### src/rtl/mux4way_rr.sv
// Four-input round-robin merge of valid/ready streams into one registered output
// stream. Each output word carries the index of the source it came from.
module mux4way_rr #(
  parameter int WIDTH = 16
) (
  input  logic             clk,
  input  logic             reset,
  input  logic [WIDTH-1:0] inA,
  input  logic [WIDTH-1:0] inB,
  input  logic [WIDTH-1:0] inC,
  input  logic [WIDTH-1:0] inD,
  input  logic             validA,
  input  logic             validB,
  input  logic             validC,
  input  logic             validD,
  output logic             readyA,
  output logic             readyB,
  output logic             readyC,
  output logic             readyD,
  output logic [WIDTH-1:0] out,
  output logic             outValid,
  input  logic             outReady,
  output logic [1:0]       outSelect
);

  logic [WIDTH-1:0] data_arr [4];
  logic [3:0]       valid_vec;
  logic [3:0]       ready_vec;

  logic [WIDTH-1:0] data_reg;
  logic [1:0]       sel_reg;
  logic             valid_reg;
  logic [1:0]       last_grant_reg;

  logic             can_load;
  logic             grant_found;
  logic [1:0]       grant_idx;
  logic [1:0]       cand;
  logic             load;

  assign data_arr[0] = inA;
  assign data_arr[1] = inB;
  assign data_arr[2] = inC;
  assign data_arr[3] = inD;
  assign valid_vec   = {validD, validC, validB, validA};

  assign can_load = !valid_reg || outReady;

  // Search starts one past the last winner; the k=4 candidate wraps back onto
  // the last winner itself so a lone valid channel is always granted.
  always_comb begin
    grant_found = 1'b0;
    grant_idx   = 2'd0;
    cand        = 2'd0;
    for (int k = 1; k <= 4; k++) begin
      cand = last_grant_reg + 2'(k);
      if (!grant_found && valid_vec[cand]) begin
        grant_found = 1'b1;
        grant_idx   = cand;
      end
    end
  end

  generate
    for (genvar gi = 0; gi < 4; gi++) begin : g_ready
      assign ready_vec[gi] = !reset && can_load && grant_found && (grant_idx == 2'(gi));
    end
  endgenerate

  assign readyA = ready_vec[0];
  assign readyB = ready_vec[1];
  assign readyC = ready_vec[2];
  assign readyD = ready_vec[3];
  assign load   = |ready_vec;

  always_ff @(posedge clk) begin
    if (reset) begin
      data_reg       <= '0;
      sel_reg        <= 2'd0;
      valid_reg      <= 1'b0;
      last_grant_reg <= 2'd3;
    end else if (load) begin
      data_reg       <= data_arr[grant_idx];
      sel_reg        <= grant_idx;
      valid_reg      <= 1'b1;
      last_grant_reg <= grant_idx;
    end else if (valid_reg && outReady) begin
      valid_reg      <= 1'b0;
    end
  end

  assign out       = data_reg;
  assign outSelect = sel_reg;
  assign outValid  = valid_reg;

endmodule

### config.mk
export PLATFORM = sky130hd
export DESIGN_NAME = mux4way_rr
export DESIGN_NICKNAME = d
export VERILOG_FILES = /design/src/rtl/mux4way_rr.sv
export SDC_FILE = /design/constraint.sdc
export NUM_CORES = 1
export LEC_CHECK = 0
export ABC_AREA = 1
export CAP_MARGIN = 0
export CORE_UTILIZATION = 37
export DETAILED_ROUTE_END_ITERATION = 12
export PLACE_DENSITY = 0.77
export SLEW_MARGIN = 20
export SYNTH_ARGS = -nofsm -noshare
export SYNTH_HDL_FRONTEND = slang
export SYNTH_SLANG_ARGS = --single-unit
### constraint.sdc
create_clock -name clk -period 2.34 [get_ports clk]
set_input_delay 0.351 -clock clk [delete_from_list [all_inputs] [get_ports clk]]
set_output_delay 0.351 -clock clk [all_outputs]
set_load 0.03 [all_outputs]
==> run_results.csv <==
group,metric,value,unit
outcome,status,"finished, final reports clean",
placed_design,place_congestion,0.9020,
run,maxCapViolations,0,
power_and_ir_drop,internal-power,2.013,mW
drt,via_per_inst,4.951,
die,design.die.area,4449,µm²
placed_design,place_inst,414,
synth,synthCells,267,
sta,fin_ws,0.04961,ns
sta,slew_violations,0,
worst_setup_path,start_kind,"register",
die,initial_utilization,0.3872,
die,ios,94,
sta,setup-violations-final,0,
cells_and_area,fin_util,0.6975,
clock_network,cts-root-buf,"clkbuf_8",
sta,finalHoldViolCount,0,
worst_setup_path,end_kind,"output pin",
sta,finClkSkew,0.001766,ns
synth,synth_top_area_cell,"dfxtp_1",
sta,worstMarginPinSlew,0.3807,ns
clock_network,tritoncts,"built",
cells_and_area,drive_gt1_frac,0.1702,
global_route,grt_max_degree,26,
die,core,4000,µm²
synth,synth.avg_cell_area,5.801,µm²
placed_design,dpl_cell_area,2585,µm²
clock_network,cts_buffers,3,
placed_design,pre_cts_slack,-0.07520,ns
worst_setup_path,rr_worst_depth,12,
global_route,grt_pass1_vias,1924,
power_and_ir_drop,p_clk_frac,0.058,
worst_setup_path,worst-path-max-fanout,7,
power_and_ir_drop,power_frac_seq,0.152,
clock_network,clkSinkCount,21,
cells_and_area,syn2layout_area_growth,80.13,%
worst_setup_path,required,1.99,ns
power_and_ir_drop,power_density,1508,nW/µm²
worst_setup_path,timing_worst_setup_path_type,"reg2out",
power_and_ir_drop,ir_drop,0.8313,mV
drt,vias,2109,
global_route,grt_pass1_wl,8300,µm
synth,seq_area_frac_synth,0.2714,
synth,synth.distinct_cells,23,
sta,grt_setup_unrepaired,"yes",
cells_and_area,num-nets-final,448,
cells_and_area,largest_register_ffs,16,
worst_setup_path,ff2ff_setup_slack,0.30,ns
die,die_w,66.70,µm
drt,drt-initial-drc-count,122,
synth,synth_top_area_frac,0.2714,
sta,maxSlewHeadroom,0.7459,
cells_and_area,diodes,0,
drt,wl,5452,µm
synth,netlist_area,1549,µm²
sta,fin_setup_tns,0,ns
sta,clock.fmax,0.4366,GHz
power_and_ir_drop,p_leak,1.316,nW
synth,syn-num-nets,338,
placed_design,hpwlAfterDp,3992,µm
sta,timing.final.crit_period,2.290,ns
clock_network,htreeDepth,1,
power_and_ir_drop,switching_power,2.194,mW
die,core.rowCount,23,
clock_network,clockBufferDepth,2,
power_and_ir_drop,pwr-share-comb,0.790,
placed_design,io_buffers,93,
clock_network,clk_latency,0.26,ns
worst_setup_path,cp.arrival,1.94,ns
sta,period_share,0.9788,
drt,ant_nets,0,
synth,yosys-top-cells-area,"dfxtp_1 (27%), nand2_1 (25%), nand3_1 (22%), nor2_1 (3.6%), inv_1 (2.9%)",
die,die_y,66.70,µm
cells_and_area,stdcell_count,426,
global_route,grt_overflow,0,
power_and_ir_drop,p_sw_frac,0.5214,
drt,dr.pass1.iters,4,
worst_hold_path,min_path_cells,2,
global_route,grt_antenna_before_repair,0,
global_route,grt_usage,0.2421,
worst_hold_path,hold_path.class,"reg2reg",
drt,drc_errors,0,
clock_network,clkTransAtPathRegs,0.08,ns
drt,wl_per_cell,12.80,µm
cells_and_area,design_area,2790,µm²
synth,synth-seq-cells,21,
synth,synth_warnings,0,
==> Yosys cell counts <==
library cell	number
a22oi_1	1
dfxtp_1	21
nand4_1	2
nand3b_1	1
a21boi_1	1
o21ai_0	2
nand2_1	105
nor2_4	3
clkbuf_1	3
nand2_4	1
a21oi_1	8
nand4_4	1
nand3_1	68
o21ai_1	2
buf_2	6
inv_2	4
clkinv_1	1
inv_1	12
buf_6	1
nand2_2	5
buf_4	3
nor2_2	1
nor2_1	15
==> layout make-up <==
class	count	area [µm²]
fill	365	1210
tap	50	62.56
multi-input combinational	216	1056
sequential	21	427.9
inverter	17	68.82
clock buffer	4	45.04
timing repair buffer	118	1130
==> routing by layer <==
metal  track usage  part of all wire
met4       0.05851             0.014
met1        0.2757              0.40
met3       0.04110             0.077
met2        0.4583              0.51
met5             0                 0
==> path summary, 6_finish.rpt <==
check	startpoint	to
worst max-delay path	last_grant_reg[0]$_SDFFE_PP1P_	readyB
worst min-delay path	out[0]$_SDFFE_PP0P_	out[0]$_SDFFE_PP0P_
worst max register to register	last_grant_reg[0]$_SDFFE_PP1P_	last_grant_reg[0]$_SDFFE_PP1P_
worst min register to register	out[0]$_SDFFE_PP0P_	out[0]$_SDFFE_PP0P_
==> placed cells by master, fill, tap and decap left out, types with 3 or more instances in the layout <==
master,netlist,layout
nand2_1,105,97
clkdlybuf4s50_1,0,85
nand3_1,68,68
buf_4,3,26
dfxtp_1,21,19
nor2_1,15,13
nand2_2,5,9
inv_1,12,9
a21oi_1,8,8
inv_2,4,5
nand2_4,1,4
nor2_4,3,4
dlymetal6s2s_1,0,4
clkbuf_8,0,3
buf_6,1,3
==> logic make-up after synthesis <==
family | Yosys count | synth area share
AOI/OAI and AO/OA | 14 | 0.04847
buffers and inverters | 30 | 0.08965
DFF | 21 | 0.2714
and+or+nand+nor | 202 | 0.5905
==> timing repair <==
action,4_1_cts,5_1_grt
buffers inserted,1,7
endpoints found under the setup margin,4,4
gates resized for setup,3,31
hold buffers,0,0
cloned,0,0
pin swaps,1,17
==> power groups by stage <==
stage	Clock [mW]	Combinational, mW	Sequential [mW]
after CTS	0.246	3.01	0.631
after detailed placement	0	2.98	0.634
after global routing	0.260	3.67	0.655
after global placement	0	2.92	0.632
after floorplan	0	1.70	0.882
final	0.243	3.32	0.639
==> critical path, cell delays in order (launching register included) <==
cell and delay [ns]:
dfxtp_4 0.39, buf_6 0.13, nand2_1 0.07, nand2_2 0.11, nand2_4 0.08, nand2_4 0.08
nor2_4 0.04, nand4_1 0.10, nand2_2 0.09, buf_4 0.15, nor2_4 0.12, inv_2 0.06
nor2_2 0.12, buf_6 0.14
==> metrics by stage <==
step                      hold WS, ns  power (mW)
final                          0.4524       4.207
after global routing           0.4808       4.588
after CTS                      0.4559       3.887
after detailed placement       0.4400       3.613
after global placement         0.4348       3.551
after floorplan                0.4869       2.587
Power figures use the tool's default switching activity.
